File: src/rtl/mem_responder_pkg.sv
// Shared constants for the memory responder and its bus-side neighbours:
// default bus widths and the responder FSM state encoding.
package mem_responder_pkg;

   localparam int AWIDTH_DEF = 5;
   localparam int DWIDTH_DEF = 8;

   typedef logic [1:0] state_t;

   localparam logic [1:0] ST_IDLE    = 2'd0;
   localparam logic [1:0] ST_READ    = 2'd1;
   localparam logic [1:0] ST_WR_HOLD = 2'd2;

endpackage

File: src/rtl/mem_responder_parity_gen.sv
// Even-parity generator: XOR reduction over one data word.
// Used by mem_responder on the write side and the read check side.
module parity_gen #(
   parameter int DWIDTH = 8
) (
   input  logic [DWIDTH-1:0] data,
   output logic              par
);

   assign par = ^data;

endmodule

File: src/rtl/mem_responder.sv
// Single-port synchronous memory answering rd/wr strobes on the CPU bus.
// Optional MEM_PARITY_EN adds a stored even-parity bit per word and par_err.
module mem_responder
   import mem_responder_pkg::*;
#(
   parameter int AWIDTH = AWIDTH_DEF,
   parameter int DWIDTH = DWIDTH_DEF
) (
   input  logic              clk,
   input  logic              rst,
   input  logic [AWIDTH-1:0] addr,
   input  logic              rd,
   input  logic              wr,
   input  logic [DWIDTH-1:0] data_in,
   output logic [DWIDTH-1:0] data_out,
   output logic              data_oe,
   output logic              proto_err,
   output logic              par_err
);

   localparam int DEPTH = 2 ** AWIDTH;

   state_t            state_q, state_d;
   logic [DWIDTH-1:0] data_out_q, data_out_d;
   logic              proto_err_q, proto_err_d;
   logic [DWIDTH-1:0] mem_q [DEPTH];
   logic              do_wr;
   logic              do_rd;

   // One write per wr pulse: WR_HOLD blocks the rest of a wide pulse.
   always_comb begin
      do_wr = wr && (state_q != ST_WR_HOLD);
      do_rd = rd && !wr;
      if (wr) begin
         state_d = ST_WR_HOLD;
      end else if (rd) begin
         state_d = ST_READ;
      end else begin
         state_d = ST_IDLE;
      end
      data_out_d  = do_rd ? mem_q[addr] : data_out_q;
      proto_err_d = proto_err_q | (rd & wr);
   end

   always_ff @(posedge clk or negedge rst) begin
      if (!rst) begin
         state_q     <= ST_IDLE;
         data_out_q  <= '0;
         proto_err_q <= 1'b0;
      end else begin
         state_q     <= state_d;
         data_out_q  <= data_out_d;
         proto_err_q <= proto_err_d;
      end
   end

   // Array contents deliberately survive reset.
   always_ff @(posedge clk) begin
      if (do_wr) begin
         mem_q[addr] <= data_in;
      end
   end

   assign data_out  = data_out_q;
   assign data_oe   = (state_q == ST_READ);
   assign proto_err = proto_err_q;

`ifdef MEM_PARITY_EN
   logic par_mem_q [DEPTH];
   logic wr_par;
   logic rd_par;
   logic par_err_q, par_err_d;

   parity_gen #(.DWIDTH(DWIDTH)) u_wr_par (
      .data (data_in),
      .par  (wr_par)
   );

   parity_gen #(.DWIDTH(DWIDTH)) u_rd_par (
      .data (mem_q[addr]),
      .par  (rd_par)
   );

   always_comb begin
      par_err_d = par_err_q | (do_rd && (rd_par != par_mem_q[addr]));
   end

   always_ff @(posedge clk) begin
      if (do_wr) begin
         par_mem_q[addr] <= wr_par;
      end
   end

   always_ff @(posedge clk or negedge rst) begin
      if (!rst) begin
         par_err_q <= 1'b0;
      end else begin
         par_err_q <= par_err_d;
      end
   end

   assign par_err = par_err_q;
`else
   assign par_err = 1'b0;
`endif

endmodule

File: config.mk
export PLATFORM = sky130hd
export DESIGN_NAME = mem_responder
export DESIGN_NICKNAME = d
export VERILOG_FILES = /design/src/rtl/mem_responder_pkg.sv /design/src/rtl/mem_responder_parity_gen.sv /design/src/rtl/mem_responder.sv
export SDC_FILE = /design/constraint.sdc
export NUM_CORES = 1
export LEC_CHECK = 0
export CORE_UTILIZATION = 61
export CTS_CLUSTER_DIAMETER = 100
export DETAILED_ROUTE_END_ITERATION = 7
export PLACE_DENSITY_LB_ADDON = 0.05
export RECOVER_POWER = 25
export SLEW_MARGIN = 5
export SYNTH_ARGS = -nofsm -noshare
export SYNTH_HDL_FRONTEND = slang
export SYNTH_SLANG_ARGS = --single-unit
File: constraint.sdc
create_clock -name clk -period 2.4 [get_ports clk]
set_clock_uncertainty 0.2 [all_clocks]
set_input_delay 0.72 -clock clk [delete_from_list [all_inputs] [get_ports clk]]
set_output_delay 0.72 -clock clk [all_outputs]
set_load 0.02 [all_outputs]
==> results.txt, run 1 <==
Net Sw Frac -> 21.26%
setup bufs post-CTS -> 0
Combinational Power Share -> 7.1%
Clock Sinks -> 267
CTS tree -> done
Seq/Total Area, Yosys -> 75.13%
Initial Util -> 63.24%
Seq cells post-synth -> 267
DRT Wirelength -> 23810 um
# port buffers -> 26
# diodes -> 0
post-synthesis xor/xnor area fraction -> 0%
commonest non-fill, non-tap cell in the layout -> edfxtp_1
initial antenna violation count -> 0
worst r2r path cells -> 3
reg-to-reg slack, setup -> 0.49 ns
RSZ-0062 raised after global routing -> no
# rows -> 47
# nets final -> 691
routability cong. -> 0.8691
Vias/cell -> 6.288
max-cap violation count -> 0
Layout area overhead -> 20.97%
RR Startpoint -> mem_q[7][2]$_DFFE_PP_
Die X -> 133.8 um
Cell variety after synth -> 47
Syn Nets -> 585
Hold Path Class -> flop to flop
die area -> 0.01791 sq mm
Static Leak -> 4.379 nW
post-detail-place hpwl -> 15620 um
status -> finished, final reports clean
critical path class -> input pin to flop
GR Overflow Total -> 0
Die H -> 133.8 um
Syn Inst Count -> 568
Synth top area share -> 72.53%
Design Power -> 9.657 mW
TritonRoute pass-1 iters -> 4
hold path start -> proto_err$_DFF_PN0_
ys async rst share -> 4.120%
CTS Buffer Depth -> 3
Switching Power -> 2.053 mW
clock latency on the worst-skew pair -> 0.53 ns
ys flop type -> edfxtp_1
post-synthesis mux area share -> 13.19%
global-route wire length before repair -> 35550 um
Fillers -> 941
Hold Path Stages -> 1
IO Count -> 28
post-synthesis simple-gate area fraction -> 4.533%
largest cells by area after synthesis -> edfxtp_1 73%, mux2i_1 7.3%, mux4_1 3.5%
Seq pwr share -> 53.7%
final hold violation count -> 0
Vias -> 5735
Internal -> 7.604 mW
Max VDD drop -> 714.4 uV
DRT iter0 DRCs -> 548
CP required -> 2.62 ns
Compound-Gate Fraction of Synth Area -> 4.746%
minimum clock period -> 2.369 ns
crit path DAT -> 2.59 ns
Worst Max-Slew Pin Slew -> 0.7828 ns
CTS root buffer -> clkbuf_16
clk slew on worst S/H paths -> 0.06 ns
cell taking the most area after synthesis -> edfxtp_1
most frequent cells in the layout -> 256 x edfxtp_1, 77 x mux2i_1, 60 x buf_4, 32 x nor2_4, 25 x clkbuf_16
wire length per cell -> 26.11 um
clock share of power -> 39.1%
vias in the first global route -> 5831
Syn. warnings -> 0
Avg Cell Area, Syn -> 18.66 sq um
ANT nets after route -> 0
Worst setup EP type -> flop
area of the core -> 0.01676 sq mm
Setup violations, final -> 0
Endpoint, Worst Hold -> proto_err$_DFF_PN0_
Setup crit start kind -> input pin
R2R Path End -> data_out[2]$_DFFE_PN0P_
Mapped Area -> 0.01060 sq mm
total CTS buffers -> 25
H-Tree Depth -> 1
Rel. slew slack -> 47.81%
layout cells sized above 1 -> 26.01%
largest net degree at the start of global routing -> 34
P per Cell Area -> 753.2 mW/mm^2
period utilisation layout -> 98.70%
Post-synth EDFFs -> 256
Post-Synth Adder-Cell Area -> 0%
Tot GR Track Use -> 27.75%
# hold bufs at CTS -> 0
Worst Path Max Fanout -> 17
largest family of logic cells by synthesized area -> multiplexers
Final Hold Slack -> 0.2577 ns
Remaining DRCs -> 0
Max Clock Freq -> 422.2 MHz
final slew viol count -> 0
power groups by stage:
stage	clock, mW	combinational [mW]	sequential (mW)
finish	3.78	0.689	5.19
global placement	0	0.693	5.29
detailed placement	0	0.707	5.29
floorplan	0	0.323	5.30
global route	3.99	0.724	5.19
CTS	3.82	0.695	5.19
sequential cells by signal (all words and copies together), names as in the netlist:
signal and flops:
mem_q 256, state_q 2, proto_err 1, data_out 8
critical path, cell delays in order:
cell and delay (ns):
clkdlybuf4s50_1 0.45, buf_12 0.17, or4b_1 0.64, o22ai_1 0.28
a211oi_1 0.14, a41oi_1 0.19
routing by layer:
layer	track usage, %	share of wire (%)	vias up
met5	0	0	-
met4	7.449	2.0	0
met3	3.704	6.4	34
met2	45.05	50	234
met1	40.31	42	2932
li1	-	-	2535
kinds of logic after synthesis:
family | count (synthesis)
compound gates | 66
other cells | 1
buf+inv | 32
flops | 267
mux | 104
simple gates | 98
layout make-up:
cell class / instances / area (sq um) / area share (%)
Inverter: 1 / 3.754 / 0.02928
Clock inverter: 11 / 111.4 / 0.8686
Multi-Input combinational cell: 269 / 2706 / 21.11
Timing Repair Buffer: 110 / 1092 / 8.520
Tap cell: 220 / 275.3 / 2.147
Clock buffer: 34 / 669.4 / 5.221
Sequential cell: 267 / 7963 / 62.11
worst max path at each step:
| stage | from | to | slack, ns | cells past startpoint |
|---|---|---|---|---|
| final | addr[2] | data_out[2]$_DFFE_PN0P_ | 0.03 | 6 |
| after global routing | addr[2] | data_out[5]$_DFFE_PN0P_ | 0.004 | 6 |
| after CTS | data_out[1]$_DFFE_PN0P_ | data_out[1] | 0.0004 | 1 |
| after detailed placement | addr[3] | data_out[1]$_DFFE_PN0P_ | -0.54 | 8 |
| after global placement | addr[3] | data_out[1]$_DFFE_PN0P_ | -0.51 | 8 |
| after floorplan | addr[0] | mem_q[21][0]$_DFFE_PP_ | 0.004 | 7 |
metrics by stage:
step / cell area, sq um / std cells / setup TNS [ns] / util [%] / setup slack (ns)
2_1_floorplan: 10890 / 568 / 0 / - / 0.004129
3_3_place_gp: 12040 / 867 / -80.28 / 71.83 / -0.5134
3_5_place_dp: 12040 / 867 / -83.97 / 71.83 / -0.5381
4_1_cts: 12810 / 912 / 0 / 76.46 / 0.0003756
5_1_grt: 12820 / 912 / 0 / 76.50 / 0.004180
6_report: 12820 / 912 / 0 / 76.50 / 0.03127
cells in the mapped netlist, types with 2 or more instances:
library cell / n
a31oi_1: 4
nand3_1: 6
mux2_2: 3
nand4_1: 4
a22oi_1: 22
nand3b_1: 3
buf_2: 10
o21ai_0: 3
buf_6: 8
dfrtp_1: 11
and3b_1: 2
a311oi_1: 3
or3b_1: 2
o22ai_1: 10
mux4_1: 14
edfxtp_1: 256
nor3_1: 8
a21oi_1: 2
a32oi_1: 2
nor2b_1: 7
buf_12: 2
a22o_1: 4
a211oi_1: 3
nor3b_1: 2
mux2i_1: 77
clkbuf_1: 5
buf_8: 2
o221ai_1: 3
mux4_2: 10
buf_1: 3
a41oi_1: 4
a221oi_1: 2
a221oi_2: 2
nand2_1: 14
nor2_1: 43
timing repair:
| item | 4_1_cts | 5_1_grt |
|---|---|---|
| gates cloned | 0 | 0 |
| endpoints found under the setup margin | 9 | 7 |
| hold endpoints to repair | 0 | 0 |
| pin swaps | 0 | 0 |
| resized for setup | 9 | 7 |
Note: power is estimated with default switching activity, not from simulation.
==> inputs of run 2 (changes only) <==
--- a/config.mk
+++ b/config.mk
@@ -10,7 +10,6 @@
 export DETAILED_ROUTE_END_ITERATION = 7
 export PLACE_DENSITY_LB_ADDON = 0.05
 export RECOVER_POWER = 25
-export SLEW_MARGIN = 5
 export SYNTH_ARGS = -nofsm -noshare
 export SYNTH_HDL_FRONTEND = slang
 export SYNTH_SLANG_ARGS = --single-unit
==> results of run 2 <==
No change in the layout: final DEF, timing and power equal those of run 1.
